### src/rtl/spi_slave_pkg.sv
// spi_slave_pkg -- shared types and defaults for the SPI mode-0 slave.
//   state_t                : FSM encoding (IDLE, SHIFT)
//   SPI_DEFAULT_DATA_WIDTH : default frame length in bits
//   SPI_DEFAULT_FIFO_DEPTH : default RX FIFO entries (SPI_SLAVE_RX_FIFO_EN builds)
//   spi_cnt_width()        : bit-counter width for a given frame length
package spi_slave_pkg;

    typedef enum logic {
        IDLE  = 1'b0,
        SHIFT = 1'b1
    } state_t;

    localparam int unsigned SPI_DEFAULT_DATA_WIDTH = 8;
    localparam int unsigned SPI_DEFAULT_FIFO_DEPTH = 4;

    // Width of a counter holding 0..width-1; never narrower than one bit.
    function automatic int unsigned spi_cnt_width(input int unsigned width);
        return (width > 1) ? $clog2(width) : 1;
    endfunction

endpackage

### src/rtl/spi_slave_rx_fifo.sv
// spi_slave_rx_fifo -- first-word fall-through receive FIFO for spi_slave.
// Only instantiated when SPI_SLAVE_RX_FIFO_EN is defined.
// Ports:
//   clk_i, rst_i       : clock, asynchronous active-high reset
//   push_i/push_data_i : write request and data; accepted when not full,
//                        or when full and popped in the same cycle
//   pop_i              : consumer takes the head entry
//   data_o / valid_o   : head entry (0 when empty) / FIFO not empty
//   full_o             : all DEPTH entries occupied
module spi_slave_rx_fifo #(
    parameter int unsigned DATA_WIDTH = 8,
    parameter int unsigned DEPTH      = 4
) (
    input  logic                  clk_i,
    input  logic                  rst_i,
    input  logic                  push_i,
    input  logic [DATA_WIDTH-1:0] push_data_i,
    input  logic                  pop_i,
    output logic [DATA_WIDTH-1:0] data_o,
    output logic                  valid_o,
    output logic                  full_o
);

    localparam int unsigned AW = $clog2(DEPTH);

    // Pointers carry one extra wrap bit to tell full from empty.
    logic [AW:0]           wr_ptr_q, wr_ptr_d;
    logic [AW:0]           rd_ptr_q, rd_ptr_d;
    logic [DATA_WIDTH-1:0] mem_q [DEPTH];
    logic                  empty;
    logic                  do_wr;
    logic                  do_rd;

    assign empty  = (wr_ptr_q == rd_ptr_q);
    assign full_o = (wr_ptr_q[AW] != rd_ptr_q[AW]) &&
                    (wr_ptr_q[AW-1:0] == rd_ptr_q[AW-1:0]);

    // A pop frees the head slot in the same cycle, so a push on full is
    // still accepted when it coincides with a pop.
    assign do_rd = pop_i && !empty;
    assign do_wr = push_i && (!full_o || do_rd);

    always_comb begin
        wr_ptr_d = wr_ptr_q;
        rd_ptr_d = rd_ptr_q;
        if (do_wr) wr_ptr_d = wr_ptr_q + 1'b1;
        if (do_rd) rd_ptr_d = rd_ptr_q + 1'b1;
    end

    always_ff @(posedge clk_i or posedge rst_i) begin
        if (rst_i) begin
            wr_ptr_q <= '0;
            rd_ptr_q <= '0;
            for (int unsigned i = 0; i < DEPTH; i++) begin
                mem_q[i] <= '0;
            end
        end else begin
            wr_ptr_q <= wr_ptr_d;
            rd_ptr_q <= rd_ptr_d;
            if (do_wr) mem_q[wr_ptr_q[AW-1:0]] <= push_data_i;
        end
    end

    assign valid_o = !empty;
    assign data_o  = empty ? '0 : mem_q[rd_ptr_q[AW-1:0]];

endmodule

### src/rtl/spi_slave.sv
// spi_slave -- SPI mode 0 (CPOL=0, CPHA=0) slave, MSB first, oversampled
// in the clk domain (sclk must be no faster than clk/8).
// Optional feature: define SPI_SLAVE_RX_FIFO_EN to buffer received frames in
// a FIFO_DEPTH-entry FIFO; otherwise a single holding register is used.
// Ports:
//   clk, reset            : system clock, asynchronous active-high reset
//   sclk, ss, mosi        : SPI master signals (asynchronous, synchronized here)
//   miso, misoEnable      : serial data out; enable high while selected
//   txData/txValid/txReady: next frame to send; txReady pulses on consumption
//   rxData/rxValid/rxReady: received frame at buffer head; pop on valid&ready
//   txUnderrun            : pulse when a frame loads with txValid low (sends 1s)
//   rxOverrun             : pulse when a completed frame is dropped (buffer full)
//   busy                  : FSM in SHIFT
module spi_slave
    import spi_slave_pkg::*;
#(
    parameter int unsigned DATA_WIDTH = SPI_DEFAULT_DATA_WIDTH,
    parameter int unsigned FIFO_DEPTH = SPI_DEFAULT_FIFO_DEPTH
) (
    input  logic                  clk,
    input  logic                  reset,
    input  logic                  sclk,
    input  logic                  ss,
    input  logic                  mosi,
    output logic                  miso,
    output logic                  misoEnable,
    input  logic [DATA_WIDTH-1:0] txData,
    input  logic                  txValid,
    output logic                  txReady,
    output logic [DATA_WIDTH-1:0] rxData,
    output logic                  rxValid,
    input  logic                  rxReady,
    output logic                  txUnderrun,
    output logic                  rxOverrun,
    output logic                  busy
);

    localparam int unsigned        CNT_W    = spi_cnt_width(DATA_WIDTH);
    localparam logic [CNT_W-1:0]   LAST_BIT = CNT_W'(DATA_WIDTH - 1);

    // ------------------------------------------------------------------
    // Input synchronizers; the third sclk/ss stage is only for edge detect.
    // ------------------------------------------------------------------
    logic       sclk_s1_q, sclk_s2_q, sclk_s3_q;
    logic       ss_s1_q, ss_s2_q, ss_s3_q;
    logic       mosi_s1_q, mosi_s2_q;
    logic [1:0] settle_q;
    logic       armed_q;

    always_ff @(posedge clk or posedge reset) begin
        if (reset) begin
            sclk_s1_q <= 1'b0;
            sclk_s2_q <= 1'b0;
            sclk_s3_q <= 1'b0;
            ss_s1_q   <= 1'b1;
            ss_s2_q   <= 1'b1;
            ss_s3_q   <= 1'b1;
            mosi_s1_q <= 1'b0;
            mosi_s2_q <= 1'b0;
            settle_q  <= '0;
            armed_q   <= 1'b0;
        end else begin
            sclk_s1_q <= sclk;
            sclk_s2_q <= sclk_s1_q;
            sclk_s3_q <= sclk_s2_q;
            ss_s1_q   <= ss;
            ss_s2_q   <= ss_s1_q;
            ss_s3_q   <= ss_s2_q;
            mosi_s1_q <= mosi;
            mosi_s2_q <= mosi_s1_q;
            settle_q  <= {settle_q[0], 1'b1};
            // The ss flops reset high, which would fake a falling edge if ss
            // is already low at reset release. Accept a fall only after a
            // real high level has been seen through the synchronizer.
            if (settle_q[1] && ss_s2_q) armed_q <= 1'b1;
        end
    end

    logic sclk_rise, sclk_fall, ss_fall;

    assign sclk_rise = sclk_s2_q && !sclk_s3_q;
    assign sclk_fall = !sclk_s2_q && sclk_s3_q;
    assign ss_fall   = armed_q && !ss_s2_q && ss_s3_q;

    // ------------------------------------------------------------------
    // Frame FSM and shift registers
    // ------------------------------------------------------------------
    state_t                state_q, state_d;
    logic [CNT_W-1:0]      bit_cnt_q, bit_cnt_d;
    logic [DATA_WIDTH-1:0] tx_shift_q, tx_shift_d;
    logic [DATA_WIDTH-1:0] rx_shift_q, rx_shift_d;
    logic                  reload_q, reload_d;
    logic                  push_q, push_d;
    logic                  tx_load;

    always_comb begin
        state_d    = state_q;
        bit_cnt_d  = bit_cnt_q;
        tx_shift_d = tx_shift_q;
        rx_shift_d = rx_shift_q;
        reload_d   = reload_q;
        push_d     = 1'b0;
        tx_load    = 1'b0;

        unique case (state_q)
            IDLE: begin
                if (ss_fall) begin
                    state_d   = SHIFT;
                    tx_load   = 1'b1;
                    bit_cnt_d = '0;
                    reload_d  = 1'b0;
                end
            end
            SHIFT: begin
                if (ss_s2_q) begin
                    // Deselect abandons any partial frame.
                    state_d    = IDLE;
                    bit_cnt_d  = '0;
                    reload_d   = 1'b0;
                    tx_shift_d = '1;
                end else begin
                    if (sclk_rise) begin
                        rx_shift_d = {rx_shift_q[DATA_WIDTH-2:0], mosi_s2_q};
                        if (bit_cnt_q == LAST_BIT) begin
                            bit_cnt_d = '0;
                            push_d    = 1'b1;
                            reload_d  = 1'b1;
                        end else begin
                            bit_cnt_d = bit_cnt_q + 1'b1;
                        end
                    end
                    // The falling edge after the last bit loads the next
                    // frame instead of shifting, so ss can stay low across
                    // back-to-back frames.
                    if (sclk_fall) begin
                        if (reload_q) begin
                            tx_load  = 1'b1;
                            reload_d = 1'b0;
                        end else begin
                            tx_shift_d = {tx_shift_q[DATA_WIDTH-2:0], 1'b1};
                        end
                    end
                end
            end
            default: state_d = IDLE;
        endcase

        if (tx_load) tx_shift_d = txValid ? txData : '1;
    end

    always_ff @(posedge clk or posedge reset) begin
        if (reset) begin
            state_q    <= IDLE;
            bit_cnt_q  <= '0;
            tx_shift_q <= '1;
            rx_shift_q <= '0;
            reload_q   <= 1'b0;
            push_q     <= 1'b0;
        end else begin
            state_q    <= state_d;
            bit_cnt_q  <= bit_cnt_d;
            tx_shift_q <= tx_shift_d;
            rx_shift_q <= rx_shift_d;
            reload_q   <= reload_d;
            push_q     <= push_d;
        end
    end

    assign txReady    = tx_load && txValid;
    assign txUnderrun = tx_load && !txValid;
    assign miso       = tx_shift_q[DATA_WIDTH-1];
    assign misoEnable = !ss_s2_q;
    assign busy       = (state_q == SHIFT);

    // ------------------------------------------------------------------
    // Receive buffer: push_q is high the cycle after the final rising edge,
    // when rx_shift_q holds the complete frame.
    // ------------------------------------------------------------------
    logic rx_pop;
    logic buf_full;

    assign rx_pop    = rxValid && rxReady;
    assign rxOverrun = push_q && buf_full && !rx_pop;

`ifdef SPI_SLAVE_RX_FIFO_EN
    spi_slave_rx_fifo #(
        .DATA_WIDTH (DATA_WIDTH),
        .DEPTH      (FIFO_DEPTH)
    ) u_rx_fifo (
        .clk_i       (clk),
        .rst_i       (reset),
        .push_i      (push_q),
        .push_data_i (rx_shift_q),
        .pop_i       (rx_pop),
        .data_o      (rxData),
        .valid_o     (rxValid),
        .full_o      (buf_full)
    );
`else
    logic [DATA_WIDTH-1:0] hold_q, hold_d;
    logic                  hold_valid_q, hold_valid_d;

    assign buf_full = hold_valid_q;

    always_comb begin
        hold_d       = hold_q;
        hold_valid_d = hold_valid_q;
        if (rx_pop) hold_valid_d = 1'b0;
        if (push_q && (!hold_valid_q || rx_pop)) begin
            hold_d       = rx_shift_q;
            hold_valid_d = 1'b1;
        end
    end

    always_ff @(posedge clk or posedge reset) begin
        if (reset) begin
            hold_q       <= '0;
            hold_valid_q <= 1'b0;
        end else begin
            hold_q       <= hold_d;
            hold_valid_q <= hold_valid_d;
        end
    end

    assign rxData  = hold_q;
    assign rxValid = hold_valid_q;
`endif

endmodule

### config.mk
export PLATFORM = sky130hd
export DESIGN_NAME = spi_slave
export DESIGN_NICKNAME = d
export VERILOG_FILES = /design/src/rtl/spi_slave_pkg.sv /design/src/rtl/spi_slave_rx_fifo.sv /design/src/rtl/spi_slave.sv
export SDC_FILE = /design/constraint.sdc
export NUM_CORES = 1
export LEC_CHECK = 0
export ABC_CLOCK_PERIOD_IN_PS = 1800
export CAP_MARGIN = 20
export CORE_MARGIN = 1
export CORE_UTILIZATION = 50
export DETAILED_ROUTE_END_ITERATION = 8
export PLACE_DENSITY = 0.76
export SETUP_SLACK_MARGIN = 0.2
export SYNTH_ARGS = -nofsm -noshare
export SYNTH_HDL_FRONTEND = slang
export SYNTH_SLANG_ARGS = --single-unit
export TNS_END_PERCENT = 100
### constraint.sdc
create_clock -name clk -period 1.8 [get_ports clk]
set_input_delay 0.18 -clock clk [delete_from_list [all_inputs] [get_ports clk]]
set_output_delay 0.18 -clock clk [all_outputs]
set_load 0.02 [all_outputs]
## Word level (Yosys, flattened, before mapping)

Cells that the tools add are included.

| operators by class | value |
|---|---|
| add/sub/neg operators | 1 |
| eq/ne operators | 4 |
| mux-type cells | 31 |
| bitwise logic cells | 2 |
| reduce and logical (&&, ||, !) cells | 24 |

Operators with widths:

| cell | number |
|---|---|
| two-way mux 8 bit | 6 |
| two-way mux 1 bit | 17 |
| two-way mux 3 bit | 4 |
| logical AND 1 bit | 11 |
| zero test 1 bit | 6 |
| case mux 1 bit (2 select lines) | 3 |
| case mux 3 bit (2 select lines) | 1 |
| AND reduction 3 bit | 2 |
| nonzero test 2 bit | 2 |
| adder 3 x 1 -> 3 bit (second input constant) | 1 |
| == test 3 bit (second input constant) | 1 |
| != test 3 x 2 -> 1 bit (second input constant) | 1 |
| != test 3 bit (second input constant) | 1 |
| nonzero test 3 bit | 1 |
| != test 2 bit (second input constant) | 1 |
| NOT 1 bit | 2 |
| AND reduction 2 bit | 1 |
| logical OR 1 bit | 1 |

| word-level totals | value |
|---|---|
| register bits after elaboration | 42 |
| input bits | 15 |
| output and inout bits | 15 |
| logic and storage cells | 80 |

## Logic depth before layout (Yosys ltp)

Gate-level depths: netlist of the first run.

| logic depth | value |
|---|---|
| word-level depth | 7 |
| depth in mapped cells | 5 |
| mapped depth without buffers | 5 |

## Worst setup path after synthesis of the first run

No wires, ideal clock.

| timing path | value |
|---|---|
| path kind | reg2out |
| from | reg state_q, in the netlist busy |
| to | out txUnderrun |
| data arrival time | 1.334 ns |
| data required time | 1.620 ns |
| path slack | 0.286 ns |
| cell stages (with the launch flop) | 4 |
| buffers on the path | 1 |
| cells stage by stage | dfrtp_1 -> buf_4 -> nand3b_1 -> a211oi_1 |

| on the way | value |
|---|---|
| longest elaborated chain between the ends | 3 |

Ends and longest elaborated chain:

| what | RTL line | source |
|---|---|---|
| from (decl) | spi_slave.sv:88 | `state_t state_q, state_d;` |
| from (signal assigned) | spi_slave.sv:160 | `state_q <= state_d;` |
| NOT 1 bit | -- |  |
| case mux 1 bit (2 select lines) * | spi_slave.sv:105 | `unique case (state_q)` |
| logical AND 1 bit * | spi_slave.sv:170 | `assign txUnderrun = tx_load && !txValid;` |
| to (decl) | spi_slave.sv:33 | `output logic txUnderrun,` |

Mark *: on every way between the ends. The rest lies on a longest branch, timed or not.

## Worst setup path in the final report of the first run

| timing path | value |
|---|---|
| from | reg ss_s3_q |
| to | out txReady |

| on the way | value |
|---|---|
| longest elaborated chain between the ends | 4 |

Ends and longest elaborated chain:

| what | RTL line | source |
|---|---|---|
| from (decl) | spi_slave.sv:45 | `logic ss_s1_q, ss_s2_q, ss_s3_q;` |
| from (signal assigned) | spi_slave.sv:68 | `ss_s3_q <= ss_s2_q;` |
| logical AND 1 bit | spi_slave.sv:83 | `assign ss_fall = armed_q && !ss_s2_q && ss_s3_q;` |
| two-way mux 1 bit | spi_slave.sv:107 | `if (ss_fall) begin` |
| case mux 1 bit (2 select lines) | spi_slave.sv:105 |  |
| logical AND 1 bit | spi_slave.sv:169 | `assign txReady = tx_load && txValid;` |
| to (decl) | spi_slave.sv:29 | `output logic txReady,` |

Every way passes these cells.

==> reports/results.ini, run 1 <==
[run_status]
status = complete, no violations

[power]
p_clk_share_pct = 28.2
intPower_uw = 1300
seqPwrFrac_pct = 60.7
pwr-share-comb_pct = 11.1
powerDensity_nw_per_um2 = 775
ir_drop_uv = 606
p_leak_uw = 0.00106
switchingPower_uw = 422
switching_share_pct = 24.5

[clocking]
cts_num_sinks = 42
cts-hold-fix-buffers = 0
tritoncts = yes
root_buffer = clkbuf_4
clk_latency_ns = 0.35
cts_max_level = 2
cts-buffers-inserted = 5
cts_buffer_depth = 2
clkTransAtPathRegs_ns = 0.11

[logic_synthesis]
ys_warn_count = 0
synth_mux_area_share_pct = 11.5
synthesis.nets = 150
synth_xor_area_share_pct = 0
ys_types = 33
async_flop_share_pct = 100
synthTopCellsByArea = dfrtp_1, dfstp_2, mux2_2, inv_1, a221oi_1
synthAdderAreaFrac_pct = 1.41
yosys.cell_count.top_type = dfrtp_1
synth_top_cells_by_count = dfrtp_1, inv_1, mux2_2
ys.flop_type = dfrtp_1
postSynthAreaPerCell_um2 = 13.4
synth_top_family_by_area = multiplexers
synth_top_area_share_pct = 43.6
yosysSeqAreaShare_pct = 59.9
synth-simple-area-share_pct = 10.2
syn_inst = 133
synth.ff_latch_count = 42
synth-edff-count = 0
syn-cell-area_um2 = 1780
synth_compound_area_share_pct = 9.64
synth.largest_area_cell = dfrtp_1

[run]
maxCapViolations = 0

[sta]
slew_viol_final = 0
fin_setup_tns_ns = 0
setup_viol = 0
period_minus_slack_ns = 1.58
rsz0062_at_grt = yes
fin_crit_sh_pct = 87.7
worst_slack_ns = 0.221
max_freq_ghz = 0.633
slew_headroom_pct = 65.4
fin_skew_ns = 0.00452
worstMarginPinSlew_ns = 0.519
finalHoldViolations = 0

[min_path]
hp-class = in2reg
hold_depth = 1

[floorplanning]
dieHeight_um = 61.6
pin_count = 30
core_um2 = 3360
die_w_um = 61.6
dieArea_um2 = 3800
fp-row-count = 21
start_util_pct = 52.9

[route]
wl_per_cell_um = 13.6
vias = 1103
ant_nets = 0
routed_wirelength_um = 2980
first_iter_violations = 61
viasPerCell = 5.01
dr.pass1.iters = 4
drc = 0

[placed_design]
io_buffers = 29
placed_area_um2 = 2120
hpwl_um = 1950
routabilityCongestion = 0.765
dp_slack_ns = -0.0318

[worst_setup_path]
cp.required_ns = 1.62
end_kind = output pin
path_max_fanout = 4
reg2regPathDepth = 4
criticalPathCategory = reg2out
crit_arrival_ns = 1.40
cp-start-kind = flip-flop

[final_layout]
finalInstanceArea_um2 = 2230
drive_gt1_share_pct = 35.1
insertedDiodeCount = 0
nets = 190
fill_cells = 280
synthToLayoutAreaGrowth_pct = 25.2

[grt]
grt_antenna_before_repair = 0
overflow = 0
grtUsageTotal_pct = 19.2
grt_pass1_wl_um = 5090
grt_max_degree = 43
grt_pass1_vias = 1183

[cell families after synthesis]
kind of cell,after synthesis
flops,42
buf+inv,27
mux,18
simple gates,27
compound gates,16
fa+ha+maj,2
other cells,1
[metal layers]
metal	vias to the layer above	track usage [%]	share of wire, %
met2	29	31.6	51
met1	541	22.0	43
li1	526	-	-
met3	7	6.09	4.0
met4	0	10.8	1.9
met5	-	0	0
[state kept, by name, indices dropped and copies added, names as in the netlist]
name,cells
rxData,8
rx_shift_q,8
tx_shift_q,8
bit_cnt_q,3
settle_q,2
armed_q,1
busy,1
mosi_s1_q,1
mosi_s2_q,1
push_q,1
reload_q,1
rxValid,1
sclk_s1_q,1
sclk_s2_q,1
sclk_s3_q,1
ss_s1_q,1
ss_s2_q,1
ss_s3_q,1
[cell type report]
cell class / instances / area, µm² / area share (%)
sequential: 42 / 1070 / 47.9
multi-input combinational: 64 / 603 / 27.1
timing repair buffer: 38 / 352 / 15.8
inverter: 22 / 82.6 / 3.71
tap: 46 / 57.6 / 2.59
clock buffer: 6 / 51.3 / 2.30
clock inverter: 2 / 12.5 / 0.562
[cells in the final DEF, fill, tap and decap left out, types with 2 or more instances in the layout]
cell / n
mux2i_1: 2
nand4b_1: 2
dfrtp_1: 29
inv_1: 22
dlygate4sd2_1: 4
nand2b_1: 3
nor3_1: 7
clkbuf_4: 5
a221oi_1: 4
buf_4: 10
ha_1: 2
nor2_1: 3
nand2_1: 6
a221oi_2: 3
dfstp_2: 11
mux2_2: 15
clkdlybuf4s50_1: 23
dfrtp_2: 2
[final timing paths]
check	from	end	slack, ns
min in group asynchronous	reset	rxData[7]	0.25
max in group asynchronous	reset	sclk_s3_q	1.17
max	ss_s3_q	txReady	0.22
max reg2reg	sclk_s2_q	rx_shift_q[7]	0.29
min	ss	ss_s1_q	0.23
min reg2reg	ss_s1_q	ss_s2_q	0.36
[power by group through the flow]
| stage | logic [µW] | registers [µW] | clock network, µW |
|---|---|---|---|
| 6_report | 191 | 1050 | 487 |
| 5_1_grt | 213 | 1060 | 538 |
| 4_1_cts | 185 | 1050 | 502 |
| 3_5_place_dp | 180 | 1070 | 0 |
| 3_3_place_gp | 174 | 1060 | 0 |
| 2_1_floorplan | 118 | 1060 | 0 |
[stage by stage]
step | hold slack (ns) | util [%] | total power (µW) | instances
floorplan | 0.184 | - | 1170 | 133
CTS | 0.211 | 65.3 | 1730 | 219
global placement | 0.332 | 63.0 | 1240 | 208
finish | 0.227 | 66.2 | 1730 | 220
detailed placement | 0.337 | 63.0 | 1250 | 208
global route | 0.203 | 66.2 | 1810 | 220
[what timing repair did]
item / 4_1_cts / 5_1_grt
gates resized for setup: 16 / 6
setup buffers: 3 / 1
pin swaps: 1 / 0
endpoints found under the setup margin: 13 / 4
[worst max-delay path, cell delays in order, from the launching register on]
cell and delay [ns]:
dfstp_2 0.57, nand4b_1 0.15, o22ai_4 0.20, buf_6 0.14
No activity file was read; power rests on OpenSTA's default activity.
==> run 2: changes to the inputs <==
- CORE_MARGIN: 1 -> 3
- GPL_ROUTABILITY_DRIVEN: not set -> 0
==> run 2 against run 1 <==
Clock-buffer cell count is the same; cell count shrank 0.91%; clock power fell by 0.8%; design area is 1.5% lower; sequential power about the same; critical endpoint unchanged.
==> reports/results.ini, run 2 (synthesis results as in run 1) <==
[worst_setup_path]
crit_arrival_ns = 1.40  ; about the same
startpoint = busy
end_kind = output pin
r2r_start = ss_s2_q
path_max_fanout = 8  ; +4
cp.required_ns = 1.62  ; about the same
criticalPathCategory = reg2out
reg2regPathDepth = 4  ; unchanged
cp-start-kind = flip-flop

[route]
dr.pass1.iters = 4  ; unchanged
wl_per_cell_um = 12.4  ; -8.5%
viasPerCell = 4.89  ; -2.5%
ant_nets = 0  ; unchanged
routed_wirelength_um = 2710  ; -9.3%
first_iter_violations = 54  ; -11%
vias = 1066  ; -3.4%
drc = 0  ; unchanged

[placed_design]
hpwl_um = 1960  ; +0.61%
io_buffers = 29  ; unchanged

[floorplanning]
fp-row-count = 21  ; unchanged
dieHeight_um = 65.6  ; +6.5%
start_util_pct = 52.5  ; -0.41 points
dieArea_um2 = 4310  ; +13%
die_w_um = 65.6  ; +6.5%
pin_count = 30  ; unchanged
core_um2 = 3390  ; +0.78%

[run_status]
status = complete, no violations

[clocking]
root_buffer = clkbuf_4
cts_buffer_depth = 2  ; unchanged
cts-buffers-inserted = 5  ; unchanged
clk_latency_ns = 0.35  ; about the same
clkTransAtPathRegs_ns = 0.12  ; about the same
cts_max_level = 2  ; unchanged
cts_num_sinks = 42  ; unchanged
tritoncts = yes

[sta]
finalHoldViolations = 0  ; unchanged
slew_viol_final = 0  ; unchanged
rsz0062_at_grt = yes
period_minus_slack_ns = 1.58  ; -0.00354 ns
max_freq_ghz = 0.635  ; +0.22%
fin_crit_sh_pct = 87.5  ; -0.20 points
worstMarginPinSlew_ns = 0.502  ; -0.0169 ns
slew_headroom_pct = 66.5  ; +1.1 points
setup_viol = 0  ; unchanged
fin_skew_ns = 0.0124  ; +0.00790 ns

[final_layout]
synthToLayoutAreaGrowth_pct = 23.4
insertedDiodeCount = 0  ; unchanged
mostFrequentLayoutCell = dfrtp_1
final_cell_mix = dfrtp_1, clkdlybuf4s50_1, inv_1
drive_gt1_share_pct = 33.1  ; -1.9 points
final_util_pct = 64.7  ; -1.5 points
nets = 188  ; -1.1%

[power]
powerDensity_nw_per_um2 = 781  ; +0.71%
intPower_uw = 1300  ; -0.40%
pwr-share-comb_pct = 10.6  ; -0.5 points
finalPower_uw = 1710  ; -0.76%
switchingPower_uw = 414  ; -1.9%
p_clk_share_pct = 28.2  ; about the same
switching_share_pct = 24.2  ; -0.28 points
p_leak_uw = 0.00105  ; -1.3%
ir_drop_uv = 626  ; +3.2%
seqPwrFrac_pct = 61.2  ; +0.5 points

[grt]
grt_antenna_before_repair = 0  ; unchanged
overflow = 0  ; unchanged
grt_pass1_wl_um = 4750  ; -6.6%
grt_max_degree = 43  ; unchanged
grt_pass1_vias = 1120  ; -5.3%
grtUsageTotal_pct = 14.9  ; -4.2 points

[run]
maxCapViolations = 0  ; unchanged

[min_path]
min_from = ss
hold_depth = 1  ; unchanged
hp-class = in2reg

[run 2: power groups by stage]
stage | Clock (µW) | Combinational [µW] | Sequential, µW
3_5_place_dp | 0 | 181 | 1070
3_3_place_gp | 0 | 175 | 1060
2_1_floorplan | 0 | 118 | 1060
4_1_cts | 506 | 185 | 1050
5_1_grt | 557 | 200 | 1060
6_report | 483 | 181 | 1050
[run 2: final cells by class]
type / count / area (µm²)
fill: 251 / 1200
sequential: 42 / 1070
multi-input combinational: 64 / 591
timing repair buffer: 36 / 333
inverter: 22 / 82.6
tap: 46 / 57.6
clock buffer: 6 / 51.3
clock inverter: 2 / 12.5
[run 2: timing repair]
item	4_1_cts	5_1_grt
endpoints found under the setup margin	7	3
pin swaps	1	0
buffers inserted	2	0
hold buffers	0	0
resized for setup	17	4
[run 2: worst paths after layout]
kind / endpoint / slack [ns]
min in group asynchronous: rxData[7] / 0.26
max in group asynchronous: ss_s1_q / 1.16
max reg2reg: tx_shift_q[5] / 0.31
min: ss_s1_q / 0.24
max: txReady / 0.22
min reg2reg: settle_q[1] / 0.36
[run 2: metal layers]
metal,up-vias,GRT usage [%],routed length (µm)
li1,524,-,-
met2,23,27.3,1420
met3,5,5.81,116
met5,-,0,0
met4,0,5.44,44
met1,514,15.1,1130
[run 2: worst max-delay path, stage by stage, from the launching register on]
cell and delay [ns]:
dfrtp_2 0.48, nand4b_1 0.23, o22ai_4 0.20, buf_6 0.14
[run 2: through the flow]
step / cells / hold WS, ns / cell area [µm²] / TNS (ns) / setup slack [ns]
final: 218 / 0.236 / 2190 / 0 / 0.225
after global placement: 208 / 0.332 / 2120 / -0.0139 / -0.0139
after detailed placement: 208 / 0.336 / 2120 / -0.0193 / -0.0193
after global routing: 218 / 0.193 / 2190 / 0 / 0.161
after floorplan: 133 / 0.184 / 1780 / 0 / 0.286
after CTS: 218 / 0.207 / 2190 / 0 / 0.164
==> run 3: changes to the inputs <==
- PLACE_DENSITY: 0.76 -> not set
- PLACE_DENSITY_LB_ADDON: not set -> 0.2
==> run 3 against run 2 <==
Sequential power about the same; critical path depth unchanged; critical endpoint unchanged; setup slack gained 0.029 ns.
==> reports/results.ini, run 3 (synthesis results as in run 1) <==
[floorplanning]
die_w_um = 65.6  ; unchanged
fp-row-count = 21  ; unchanged
dieArea_um2 = 4310  ; unchanged
start_util_pct = 52.5  ; unchanged
dieHeight_um = 65.6  ; unchanged
pin_count = 30  ; unchanged
core_um2 = 3390  ; unchanged

[final_layout]
insertedDiodeCount = 0  ; unchanged
fin_cells = 217  ; -0.46%
fill_cells = 272  ; +8.4%
nets = 187  ; -0.53%
multi_input_area_um2 = 597  ; +1.1%
mostFrequentLayoutCell = dfrtp_1
drive_gt1_share_pct = 32.2  ; -0.98 points
final_util_pct = 64.4  ; -0.30 points
final_cell_mix = dfrtp_1, clkdlybuf4s50_1, inv_1
seqCellArea_um2 = 1070  ; unchanged
synthToLayoutAreaGrowth_pct = 22.8

[clocking]
cts-buffers-inserted = 5  ; unchanged
cts_num_sinks = 42  ; unchanged
clk_latency_ns = 0.35  ; about the same
cts_buffer_depth = 2  ; unchanged
tritoncts = yes
clkTransAtPathRegs_ns = 0.10  ; -0.02 ns
root_buffer = clkbuf_4
cts_max_level = 2  ; unchanged
cts-hold-fix-buffers = 0  ; unchanged

[sta]
fin_skew_ns = 0.0172  ; +0.00483 ns
worst_slack_ns = 0.254  ; +0.0286 ns
period_minus_slack_ns = 1.55  ; -0.0286 ns
setup_viol = 0  ; unchanged
max_freq_ghz = 0.647  ; +1.9%
rsz0062_at_grt = yes
fin_crit_sh_pct = 85.9  ; -1.6 points
slew_viol_final = 0  ; unchanged
worstMarginPinSlew_ns = 0.505  ; +0.00312 ns
finalHoldViolations = 0  ; unchanged
hold_ws_ns = 0.244  ; +0.00804 ns
slew_headroom_pct = 66.3  ; -0.21 points

[run]
maxCapViolations = 0  ; unchanged

[worst_setup_path]
crit_slowest_cell = dfstp_2
crit_chain = nand4b_1 > o22ai_4 > buf_6
cp-start-kind = flip-flop
criticalPathCategory = reg2out
crit_path_max_incr_delay_ns = 0.56  ; +0.08 ns
end_kind = output pin
cp.required_ns = 1.62  ; about the same
crit_arrival_ns = 1.37  ; -0.03 ns
path_max_fanout = 4  ; -4

[placed_design]
io_buffers = 29  ; unchanged
dp_slack_ns = -0.0264  ; -0.00704 ns
placed_cells = 207  ; -0.48%
hpwl_um = 1990  ; +1.5%

[grt]
grtUsageTotal_pct = 14.7  ; -0.26 points
gr-usage-met2_pct = 24.0  ; -3.3 points
grt_antenna_before_repair = 0  ; unchanged
grtUsageMet3_pct = 6.15  ; +0.34 points
grt_pass1_vias = 1034  ; -7.7%
grt_max_degree = 43  ; unchanged
top_usage_layer = met2
grt_pass1_wl_um = 4560  ; -4.1%
use_met1_pct = 16.0  ; +0.89 points
overflow = 0  ; unchanged

[route]
first_iter_violations = 55  ; +1.9%
dr.pass1.iters = 4  ; unchanged
ant_nets = 0  ; unchanged
vias = 1064  ; -0.19%
drc = 0  ; unchanged
routed_wirelength_um = 2780  ; +2.9%
wl_per_cell_um = 12.8  ; +3.4%
viasPerCell = 4.90  ; +0.27%

[power]
powerDensity_nw_per_um2 = 759  ; -2.8%
finalPower_uw = 1660  ; -3.3%
intPower_uw = 1260  ; -3.1%
switchingPower_uw = 398  ; -3.9%
p_leak_uw = 0.00105  ; -0.37%
ir_drop_uv = 594  ; -5.1%
seqPwrFrac_pct = 63.1  ; +1.9 points
p_clk_share_pct = 26.0  ; -2.2 points
pwr-share-comb_pct = 10.9  ; +0.3 points
switching_share_pct = 24.0  ; -0.16 points

[min_path]
hp-class = in2reg

[run_status]
status = complete, no violations

run 3: cell types whose count changed in the layout (fill, tap and decap cells not counted):
| cell | previous run | this run |
|---|---|---|
| buf_4 | 8 | 7 |
| a221oi_2 | 1 | 2 |
| clkbuf_8 | 1 | 0 |
| clkbuf_2 | 1 | 0 |
| clkbuf_1 | 0 | 1 |
| dlygate4sd2_1 | 3 | 4 |
| clkinvlp_4 | 1 | 0 |
| clkinv_2 | 1 | 2 |
| a221oi_1 | 6 | 5 |
run 3: area by class of cell:
type                    count  share of cell area, %
clock inverters             2                  0.458
repair buffers             35                   15.1
inverters                  22                   3.78
multi-input cells          64                   27.3
well taps                  46                   2.64
clock buffers               6                   1.89
flip-flops and latches     42                   48.8
run 3: timing repair:
item	4_1_cts	5_1_grt
pin swaps	1	1
gates resized for setup	14	6
setup buffers	2	0
setup endpoints to repair	14	3
run 3: per-stage QoR:
stage                     setup TNS (ns)  cell area, µm²
after floorplan                        0            1780
after global placement                 0            2110
after detailed placement         -0.0264            2110
after CTS                              0            2170
after global routing                   0            2180
final                                  0            2180
run 3: worst max-delay path: cells and delay by family, from the launching register on:
family	cells	cell delay, ns
flip-flops	1	0.56
AND/OR/NAND/NOR	1	0.15
buffers and inverters	1	0.14
AO/OA/AOI/OAI	1	0.19
run 3: power by group through the flow:
stage | clock network, µW | registers (µW) | logic, µW
after detailed placement | 0 | 1070 | 178
after CTS | 457 | 1050 | 181
after global placement | 0 | 1060 | 171
after global routing | 499 | 1050 | 198
after floorplan | 0 | 1060 | 118
final | 431 | 1050 | 180
run 3: final timing paths:
kind	end	slack, ns	cells past startpoint	from
hold reg to reg	sclk_s2_q	0.34	0	sclk_s1_q
setup reg to reg	tx_shift_q[7]	0.30	4	ss_s2_q
setup / recovery	txReady	0.25	3	ss_s3_q
min in group asynchronous	rxData[3]	0.25	3	reset
max in group asynchronous	busy	1.16	3	reset
hold / removal	ss_s1_q	0.24	1	ss
run 3: metal layers:
layer / share of wire, % / vias up
met1: 43 / 511
met3: 4.7 / 6
met5: 0 / -
met2: 50 / 23
met4: 2.3 / 0
li1: - / 524
